[config.mk]
export PLATFORM = sky130hd
export DESIGN_NAME = cp0_irq_ctrl_flat
export DESIGN_NICKNAME = d
export VERILOG_FILES = /design/src/rtl/cp0_irq_ctrl_if.sv /design/src/rtl/cp0_irq_ctrl.sv /design/src/flat_wrapper.sv
export SDC_FILE = /design/constraint.sdc
export NUM_CORES = 1
export LEC_CHECK = 0
export ABC_AREA = 1
export CAP_MARGIN = 25
export CORE_UTILIZATION = 50
export CTS_CLUSTER_SIZE = 30
export DETAILED_ROUTE_END_ITERATION = 7
export PLACE_DENSITY_LB_ADDON = 0.15
export SLEW_MARGIN = 20
export SYNTH_ARGS = -nofsm -noshare
export SYNTH_HDL_FRONTEND = slang
export SYNTH_SLANG_ARGS = --single-unit
export TNS_END_PERCENT = 1
[constraint.sdc]
create_clock -name clk -period 2.8 [get_ports clk]
set_input_delay 0.56 -clock clk [delete_from_list [all_inputs] [get_ports clk]]
set_output_delay 0.56 -clock clk [all_outputs]
set_load 0.02 [all_outputs]
[src/rtl/cp0_irq_ctrl_if.sv]
// Bus bundle between the CP0 interrupt controller and the pipeline/CP0 register file.
// The master drives MTC0 writes, interrupt lines and handshakes; the slave returns request and register state.
interface cp0_irq_ctrl_if;
  logic [5:0]  hw_int;
  logic [31:0] status_in;
  logic        sw_ip_we;
  logic        count_we;
  logic        compare_we;
  logic [31:0] wdata;
  logic        int_ack;
  logic        eret;
  logic        irq_req;
  logic [7:0]  cause_ip;
  logic [31:0] count;
  logic [31:0] compare;
  logic        timer_int;

  modport master (
    output hw_int, status_in, sw_ip_we, count_we, compare_we, wdata, int_ack, eret,
    input  irq_req, cause_ip, count, compare, timer_int
  );

  modport slave (
    input  hw_int, status_in, sw_ip_we, count_we, compare_we, wdata, int_ack, eret,
    output irq_req, cause_ip, count, compare, timer_int
  );
endinterface

[src/rtl/cp0_irq_ctrl.sv]
// CP0 interrupt controller: synchronized HW lines, software pending bits, Count/Compare timer
// and a request/acknowledge/ERET handshake FSM toward the pipeline.
module cp0_irq_ctrl (
  input logic           clk,
  input logic           reset,
  cp0_irq_ctrl_if.slave bus
);

  typedef enum logic [1:0] {
    S_IDLE      = 2'd0,
    S_REQ       = 2'd1,
    S_WAIT_ERET = 2'd2
  } state_t;

  logic [5:0]  sync1_reg;
  logic [5:0]  sync2_reg;
  logic [1:0]  sw_ip_reg;
  logic        tick_reg;
  logic [31:0] count_reg;
  logic [31:0] count_next;
  logic [31:0] count_inc;
  logic [31:0] compare_reg;
  logic        timer_reg;
  logic        timer_next;
  logic        timer_match;
  logic [7:0]  cause_ip;
  logic        enable;
  logic        pending;
  logic        take;
  state_t      state_reg;
  state_t      state_next;

  // Only IE/EXL/ERL and IM are consumed from Status.
  logic unused_status;
  assign unused_status = ^{bus.status_in[31:16], bus.status_in[7:3]};

  // Two-flop synchronizer per hardware line.
  genvar gi;
  generate
    for (gi = 0; gi < 6; gi++) begin : g_sync
      always_ff @(posedge clk) begin
        if (reset) begin
          sync1_reg[gi] <= 1'b0;
          sync2_reg[gi] <= 1'b0;
        end else begin
          sync1_reg[gi] <= bus.hw_int[gi];
          sync2_reg[gi] <= sync1_reg[gi];
        end
      end
    end
  endgenerate

  always_ff @(posedge clk) begin
    if (reset) begin
      sw_ip_reg <= 2'b00;
    end else if (bus.sw_ip_we) begin
      sw_ip_reg <= bus.wdata[9:8];
    end
  end

  // Timer interrupt shares IP7 with hardware line 5.
  always_comb begin
    cause_ip      = {sync2_reg, sw_ip_reg};
    cause_ip[7]   = sync2_reg[5] | timer_reg;
  end

  always_comb begin
    count_inc   = count_reg + 32'd1;
    count_next  = count_reg;
    timer_match = 1'b0;
    if (bus.count_we) begin
      count_next = bus.wdata;
    end else if (tick_reg) begin
      count_next  = count_inc;
      timer_match = (count_inc == compare_reg);
    end
    timer_next = timer_reg;
    if (bus.compare_we) begin
      timer_next = 1'b0;
    end else if (timer_match) begin
      timer_next = 1'b1;
    end
  end

  always_ff @(posedge clk) begin
    if (reset) begin
      tick_reg    <= 1'b0;
      count_reg   <= 32'd0;
      compare_reg <= 32'd0;
      timer_reg   <= 1'b0;
    end else begin
      tick_reg  <= ~tick_reg;
      count_reg <= count_next;
      timer_reg <= timer_next;
      if (bus.compare_we) begin
        compare_reg <= bus.wdata;
      end
    end
  end

  assign enable  = bus.status_in[0] & ~bus.status_in[1] & ~bus.status_in[2];
  assign pending = |(cause_ip & bus.status_in[15:8]);
  assign take    = pending & enable;

  always_ff @(posedge clk) begin
    if (reset) begin
      state_reg <= S_IDLE;
    end else begin
      state_reg <= state_next;
    end
  end

  // Acknowledge beats withdrawal when both happen in the same cycle.
  always_comb begin
    state_next = state_reg;
    case (state_reg)
      S_IDLE: begin
        if (take) begin
          state_next = S_REQ;
        end
      end
      S_REQ: begin
        if (bus.int_ack) begin
          state_next = S_WAIT_ERET;
        end else if (!take) begin
          state_next = S_IDLE;
        end
      end
      S_WAIT_ERET: begin
        if (bus.eret) begin
          state_next = S_IDLE;
        end
      end
      default: state_next = S_IDLE;
    endcase
  end

  assign bus.irq_req   = (state_reg == S_REQ);
  assign bus.cause_ip  = cause_ip;
  assign bus.count     = count_reg;
  assign bus.compare   = compare_reg;
  assign bus.timer_int = timer_reg;

endmodule

[src/flat_wrapper.sv]
// flat-port wrapper written by rule: the top's interface ports become plain ports
module cp0_irq_ctrl_flat 
  (clk, reset, bus_hw_int, bus_status_in, bus_sw_ip_we, bus_count_we, bus_compare_we, bus_wdata, bus_int_ack, bus_eret, bus_irq_req, bus_cause_ip, bus_count, bus_compare, bus_timer_int);
  cp0_irq_ctrl_if bus_i ();
  input logic clk;
  input logic reset;
  input wire logic [$bits(bus_i.hw_int)-1:0] bus_hw_int;
  input wire logic [$bits(bus_i.status_in)-1:0] bus_status_in;
  input wire logic [$bits(bus_i.sw_ip_we)-1:0] bus_sw_ip_we;
  input wire logic [$bits(bus_i.count_we)-1:0] bus_count_we;
  input wire logic [$bits(bus_i.compare_we)-1:0] bus_compare_we;
  input wire logic [$bits(bus_i.wdata)-1:0] bus_wdata;
  input wire logic [$bits(bus_i.int_ack)-1:0] bus_int_ack;
  input wire logic [$bits(bus_i.eret)-1:0] bus_eret;
  output wire logic [$bits(bus_i.irq_req)-1:0] bus_irq_req;
  output wire logic [$bits(bus_i.cause_ip)-1:0] bus_cause_ip;
  output wire logic [$bits(bus_i.count)-1:0] bus_count;
  output wire logic [$bits(bus_i.compare)-1:0] bus_compare;
  output wire logic [$bits(bus_i.timer_int)-1:0] bus_timer_int;
  assign bus_i.hw_int = bus_hw_int;
  assign bus_i.status_in = bus_status_in;
  assign bus_i.sw_ip_we = bus_sw_ip_we;
  assign bus_i.count_we = bus_count_we;
  assign bus_i.compare_we = bus_compare_we;
  assign bus_i.wdata = bus_wdata;
  assign bus_i.int_ack = bus_int_ack;
  assign bus_i.eret = bus_eret;
  assign bus_irq_req = bus_i.irq_req;
  assign bus_cause_ip = bus_i.cause_ip;
  assign bus_count = bus_i.count;
  assign bus_compare = bus_i.compare;
  assign bus_timer_int = bus_i.timer_int;
  cp0_irq_ctrl u_core (.clk(clk), .reset(reset), .bus(bus_i));
endmodule
# After elaboration in Yosys (flattened, before gate mapping)
# Index checks and enable logic that the tools add are counted.
# Widths: inputs -> output; s select.
# op_classes
add_sub_neg	1
n_eq_ne	6
muxes	9
bitwise	8
reduce_logical	5
# ops
operator	count
$mux 32	2
$add 32x1->32 const B	1
$eq 32x32->1	1
$and 8x8->8	1
$mux 2	4
$reduce_or 8->1	1
$pmux 2 s3	1
$and 1x1->1	3
$ne 3x3->1 const B	1
$not 1->1	3
$reduce_and 3->1	1
$eq 2x1->1 const B	1
$eq 2x2->1 const B	1
$logic_not 2->1	1
$mux 1	2
$ne 2x1->1 const B	1
$ne 2x2->1 const B	1
$reduce_bool 2->1	1
$reduce_or 2->1	1
$or 1x1->1	1
# word_totals
reg_bits	82
input_bits	77
out_inout_bits	74
elab_cells	47

# Longest topological paths before layout
# logic_depth
depth_word	7
ltp_mapped	15
ltp_nobuf	15

# Worst setup path before layout
# Ideal clock, no wire load.
# synth_path
path_type	register to register
start	reg u_core.count_reg[0], in the netlist u_core.bus.count[0]
end	reg u_core.timer_reg, in the netlist u_core.bus.timer_int
setup_ns	0.066
arrival_ns	1.933
required_time_ns	2.734
path_slack_ns	0.801
stages_incl_launch_ff	16
n_path_buf	0
synth_period_minus_slack_ns	1.999
path_cell_list	dfxtp_1 > ha_1 > nand2_2 > nor2_4 > nand2_4 > nor2_8 > nand2_4 > nand2_1 > nand2_1 > nand2_1 > nand2_1 > nor2_1 > nand2_1 > nor2_1 > nand3_1 > a21oi_2
# synth_via
elab_chain_len	4
# synth_rtl
element	line	text
start, declared	cp0_irq_ctrl.sv:19	logic [31:0] count_reg;
start signal, assigned	cp0_irq_ctrl.sv:93	count_reg <= count_next;
$add 32x1->32	cp0_irq_ctrl.sv:68	count_inc = count_reg + 32'd1;
$eq 32x32->1	cp0_irq_ctrl.sv:75	timer_match = (count_inc == compare_reg);
$mux 1	cp0_irq_ctrl.sv:73	end else if (tick_reg) begin
$mux 1	cp0_irq_ctrl.sv:71	if (bus.count_we) begin
end signal, assigned	cp0_irq_ctrl.sv:94	timer_reg <= timer_next;
end, declared	cp0_irq_ctrl.sv:23	logic timer_reg;
# No other way between the ends.
# A chain may end at the register's enable or synchronous reset.

# Worst setup path after layout
# Ends and elaborated chain as after synthesis.

==> metrics.md <==
| Metric | Value |
|---|---|
| Most frequent cells in the layout | `265 x nand2_1, 129 x clkdlybuf4s50_1, 105 x nor2_1` |
| NumNets Final | `986` |
| Dpl cell area | `0.006290 mm2` |
| Finished Layout Cells | `1042` |
| Row cnt | `35` |
| # diodes | `0` |
| Clk pin slew, worst setup/hold paths | `around 100 ps` |
| Total wire length | `about 15 mm` |
| Buf+Inv Stages, Crit Path | `0` |
| Setup tns final | `0 ps` |
| Crit start category | `flip-flop` |
| Hold Violations, Final | `0` |
| Met2 Usage GRT | `52.27%` |
| Worst vdd ir | `between 0.2 and 0.3 mV` |
| Pleak | `roughly 2.7 nW` |
| Critical path class | `flip-flop to flip-flop` |
| Avg Cell Area, Syn | `6.192 um2` |
| DR vias | `around 5600` |
| Area grow syn2layout | `32.92%` |
| I/O Buffers | `129` |
| NetSw | `934.1 uW` |
| Fin util | `69.54%` |
| Crit Path Max Fanout | `6` |
| Number of synthesized register bits | `about 80` |
| Hold WS | `414.2 ps` |
| Initial core utilization | `52.31%` |
| Setup Buffers After CTS | `0` |
| Final ANT Viol Nets | `0` |
| Finished Cell Area | `0.006486 mm2` |
| Crit path DAT | `2710 ps` |
| Total Routing Usage GR | `30.68%` |
| Chip Width | `100.8 um` |
| Clock share of power | `31.1%` |
| Net Count, Synth | `around 870` |
| I/O pin total | `151` |
| Clk Latency, worst-skew pair | `~370 ps` |
| Max_cap viols | `0` |
| Total CTS buffers | `9` |
| Synthesis Warnings | `0` |
| Vias in the first global route | `5192` |
| Worst-Margin Slew | `approximately 770 ps` |
| Met1 Track Usage GR | `38.70%` |
| CP Capture Type | `flip-flop` |
| Largest net degree at the start of global routing | `approximately 50` |
| CTS H-Tree Depth | `3` |
| Worst Slack Setup Final | `404.7 ps` |
| Yosys cell types | `31` |
| Layout cell share with drive strength beyond 1 | `5.805%` |
| Die Height | `100.8 um` |
| Detailed Route Iter0 Violations | `296` |
| Pre-CTS setup slack | `402.8 ps` |
| Commonest non-fill, non-tap cell in the layout | `nand2_1` |
| Switching Fraction | `33.20%` |
| Outcome | `completed` |
| Hold Path Class | `flip-flop to flip-flop` |
| Post-synthesis sequential area ratio | `~34%` |
| DR WL/cell | `14.49 um` |
| Mapped cell area | `between 0.004 and 0.005 mm2` |
| Post-CTS resize count | `0` |
| Grt total ovfl | `0` |
| Crit-path max cell delay | `roughly 450 ps` |
| Final Cycle Share | `85.55%` |
| DPL Wire Length | `between 10 and 15 mm` |
| Initial antenna violation count | `0` |
| CTS tree | `done` |
| GRT Max-Usage Layer | `met2` |
| Overall power | `between 2 and 3 mW` |
| Pins over their slew limit | `0` |
| Syn Inst Count | `788` |
| Comb pwr share | `21.9%` |
| Flop pwr share | `47.0%` |
| Slew margin rel. | `between 40% and 50%` |
| CP delay by family, top | `simple AND/OR/NAND/NOR gates` |
| Met3 Use GR | `4.716%` |
| CP required | `between 3000 and 4000 ps` |
| Internal power | `1.880 mW` |
| Clock root buffer | `clkbuf_8` |
| Fmax | `417.5 MHz` |
| Final GP Congestion | `around 0.96` |
| # hold bufs at CTS | `0` |
| DRC Markers | `0` |
| RSZ-0062 raised after global routing | `false` |
| Total core area | `0.009328 mm2` |
| CP max stage cell | `dfxtp_1` |
| Vias per cell | `~5.3` |
| Final min period | `2395 ps` |
| Clk sinks | `82` |
| Clk buf depth | `2` |
| First-pass GRT wire length | `24.47 mm` |
| Final setup vio count | `0` |
| Pwr Density | `around 430 mW/mm2` |
| Worst clock skew | `13.14 ps` |
| Die area | `approximately 0.010 mm2` |
| Fillers | `835` |
| DRT Pass-1 Iters | `5` |
| Placed cell count | `between 1000 and 1500` |
| Critical-path cell list | `ha_1, nand2_2, nor2_4, nand2_4, nor2_1, nand2_1, nand3_1, nand2_1, nor2_1, nand3_1, nor2_1, nand3_1, a21oi_2` |
power by group through the flow:
stage               clock [mW]  sequential [mW]  combinational, mW
floorplan                    0             1.40              0.261
global placement             0             1.34              0.598
detailed placement           0             1.35              0.613
CTS                      0.877             1.32              0.616
global route             0.924             1.33              0.673
finish                   0.875             1.32              0.616
layer usage:
layer	part of all wire, %	vias up
met2	47	264
met5	0	-
li1	-	2756
met4	2.7	0
met1	43	2509
met3	7.2	33
final cells by class:
cell class,count,area (um2),share of cell area [%]
Clock inverter,7,72.57,1.119
Clock buffer,9,123.9,1.910
Sequential cell,82,1642,25.31
Multi-Input combinational cell,591,2793,43.06
Tap cell,129,161.4,2.488
Inverter,86,322.8,4.977
Timing Repair Buffer,138,1371,21.14
logic make-up (layout without fill, tap and decap cells):
kind of cell | after synthesis | in the layout | share of synthesized area [%]
buffers and inverters | 115 | 240 | 9.231
adder cells (fa/ha/maj) | 1 | 1 | 0.2564
XOR/XNOR | 8 | 8 | 2.513
AO/OA/AOI/OAI | 89 | 89 | 10.41
AND/OR/NAND/NOR | 493 | 493 | 43.95
flip-flops | 82 | 82 | 33.64
worst paths after layout:
kind                            start                endpoint  slack (ps)  depth (start not counted)
hold / removal    u_core.sync1_reg[0]  u_core.bus.cause_ip[2]         410                          2
hold reg to reg   u_core.sync1_reg[0]  u_core.bus.cause_ip[2]         410                          2
setup reg to reg  u_core.bus.count[0]    u_core.bus.timer_int         400                         13
setup / recovery  u_core.bus.count[0]    u_core.bus.timer_int         400                         13
cell usage after synthesis:
cell / number / area (um2)
nand3b_1: 11 / 82.58
xnor2_1: 3 / 26.28
and2_1: 2 / 12.51
nand2_1: 265 / 994.7
or2_2: 1 / 6.260
xor3_1: 1 / 23.77
nor2_4: 6 / 67.56
nor2_1: 107 / 401.6
xor2_1: 2 / 17.52
buf_1: 2 / 7.510
xor3_4: 2 / 55.05
ha_1: 1 / 12.51
buf_4: 5 / 37.54
a2111oi_0: 1 / 8.760
nand3_1: 85 / 425.4
o21ai_0: 34 / 170.2
nor2_8: 2 / 40.04
dfxtp_1: 82 / 1642
a21oi_2: 1 / 8.760
a22o_1: 1 / 8.760
a211o_1: 1 / 8.760
o21bai_1: 1 / 7.510
nand2_2: 6 / 37.54
nor2_2: 4 / 25.02
clkbuf_1: 22 / 82.58
a31oi_1: 30 / 187.7
nand3_4: 1 / 17.52
a21oi_1: 18 / 90.09
nand2_4: 3 / 33.78
inv_1: 86 / 322.8
a221oi_1: 2 / 17.52
worst register-to-register path, cell delays in order (launching register included):
cell     delay (ps)
dfxtp_1         450
ha_1            250
nand2_2         120
nor2_4          250
nand2_4         120
nor2_1          300
nand2_1         100
nand3_1          90
nand2_1          50
nor2_1          110
nand3_1         140
nor2_1          130
nand3_1         110
a21oi_2         130
Power figures use the tool's default switching activity.
==> variant: new RTL, same settings <==
Re-encode `state_t` (3 states) as one-hot, 3 bits wide.
--- a/src/rtl/cp0_irq_ctrl.sv
+++ b/src/rtl/cp0_irq_ctrl.sv
@@ -6,10 +6,10 @@
   cp0_irq_ctrl_if.slave bus
 );
 
-  typedef enum logic [1:0] {
-    S_IDLE      = 2'd0,
-    S_REQ       = 2'd1,
-    S_WAIT_ERET = 2'd2
+  typedef enum logic [2:0] {
+    S_IDLE      = 3'b001,
+    S_REQ       = 3'b010,
+    S_WAIT_ERET = 3'b100
   } state_t;
 
   logic [5:0]  sync1_reg;
Formal check against the unedited RTL: same outputs for any inputs over 10 cycles, from zero or initial values and one cycle with reset high; not proved beyond that.
==> variant against the unedited design <==
- first-iteration DRC count shrank 1.4%
- clock skew shrank 0.0014 ns
- setup slack lost 0.074 ns
- global-route usage grew 0.70 points
- combinational power grew 7.6%
- sequential cell count grew 1
- routed wire length is essentially flat
- maximum frequency shrank 3.0%
- area after synthesis shrank 0.28%
- synthesized cell count grew 1.0%
- design area shrank 0.37%
- power grew 3.3%
- critical path type unchanged
- largest cell class unchanged
- highest routed layer unchanged
==> variant: results (changes against the unedited design) <==
Parameter                              Value

Outcome
  Result of the run    completed

STA
  Worst slack on hold paths    0.405 ns (-0.00946 ns)
  Worst clock skew    0.0117 ns (-0.00144 ns)
  Relative slew slack    38.0% (-10 points)
  F_max    0.405 GHz (-3.0%)

Power
  Worst ir drop on vdd    0.293 mV (+10%)
  Total leakage power    0.00264 uW (-3.7%)

Clock network
  CTS clock-pin slew for the worst setup and hold paths    about 0.090 ns
  Maximum clock insertion buffer count    2 (unchanged)
  Root Buffer    clkbuf_8
  Clock latency reported for the late side of the worst-skew pair    about 0.36 ns
  Post CTS Setup Buffer Count    0 (unchanged)
  Number of buffers created by CTS    9 (unchanged)
  Count of instances resized after the clock tree is built    0 (unchanged)

Critical path
  Reg2Reg Depth    15 (+2)
  WP data arrival    2.76 ns (+0.05 ns)
  Worst R2R Setup Slack    0.33 ns (-0.07 ns)
  Worst reg2reg path endpoint    u_core.bus.timer_int

Hold path
  Start point of the worst hold path    u_core.sync1_reg[5]
  Cells on Worst Hold Path    2 (unchanged)
  Worst min-delay path endpoint    u_core.sync2_reg[5]

GRT
  Wire length of the first global-routing pass    24800 um (+1.5%)
  Overall Global Routing Usage    31.4% (+0.70 points)
  Largest net degree at the start of global routing    50 (-2.0%)
  Initial antenna violation count    0 (unchanged)
  Vias in the first global route    5368 (+3.4%)

Logic synthesis
  Unique cell type count in the Yosys netlist    28 (-9.7%)
  Share of synthesized flip-flops with an asynchronous set or reset    0% (unchanged)
  Most used standard cells in the synthesized netlist    275 x nand2_1, 112 x nor2_1, 83 x dfxtp_1, 80 x inv_1, 77 x nand3_1
  Sequential fraction of the synthesis area    34.1% (+0.51 points)
  Number of nets produced by synthesis    874 (+0.92%)
  Largest cells by area after synthesis    dfxtp_1 34%, nand2_1 21%, nor2_1 8.6%

Drt
  Iteration count of the initial detailed-routing pass    6 (+1)
  Routed length per placed instance    14.4 um (-0.61%)
  DRT iter0 DRCs    292 (-1.4%)
  Via density per instance    5.28 (-1.0%)

Layout
  Final-stage net count    992 (+0.61%)
  Share of cells above drive strength 1    5.11% (-0.69 points)

Place
  Port Buf Inserts    129 (unchanged)
  RD Place Congestion    0.939 (-1.7%)
  Pre-CTS worst setup slack    0.338 ns (-0.0651 ns)
  Half-perimeter wire length after detailed placement    11200 um (-0.70%)
[variant: worst max-delay path by stage]
stage                                end  cells past startpoint
detailed placement  u_core.bus.count[26]                      5
floorplan           u_core.bus.timer_int                     15
CTS                 u_core.bus.timer_int                     15
global route        u_core.bus.timer_int                     13
global placement    u_core.bus.count[26]                      5
finish              u_core.bus.timer_int                     15
[variant: metrics by stage]
step,area [sq um],cells
4_1_cts,6460,1048
5_1_grt,6460,1048
3_3_place_gp,6260,1032
3_5_place_dp,6260,1032
2_1_floorplan,4870,796
6_report,6460,1048
[variant: final cells by class]
cell class                      instances  area [sq um]
Clock buffer                            9           124
Clock inverter                          7          73.8
Fill cell                             869          2870
Inverter                               83           312
Multi-Input combinational cell        600          2770
Sequential cell                        83          1660
Tap cell                              129           161
Timing Repair Buffer                  137          1360
[variant: critical path, cell delays in order, from the launching register on]
cell and delay, ns:
dfxtp_1 0.45, ha_1 0.25, nand2_2 0.14, nor2_8 0.17, nand2_2 0.12, nor2_1 0.27
nand2_1 0.08, nand2_1 0.11, nand2_1 0.06, nand2_1 0.08, nand2_1 0.06, nor2_1 0.08
nand2_1 0.06, nor2_1 0.18, nand3_1 0.13, a21oi_1 0.17
[variant: per-layer routing]
metal	part of all wire (%)	up-vias	track usage, %	wire (um)
met1	41	2513	37.7	6180
met5	0	-	0	0
met2	49	233	54.7	7430
met3	7.1	29	5.20	1080
met4	2.7	0	14.4	412
li1	-	2762	-	-
[variant: logic make-up after synthesis]
kind of cell / count (synthesis) / share of synthesized area (%)
simple gates: 503 / 44.2
buf+inv: 113 / 9.10
compound gates: 87 / 9.77
flops: 83 / 34.1
xor+xnor: 9 / 2.55
fa+ha+maj: 1 / 0.257
[variant: report_power, final]
part           internal [uW]  total [uW]  switching [uW]
combinational            307         663             356
clock                    419         896             478
sequential              1260        1350            86.9
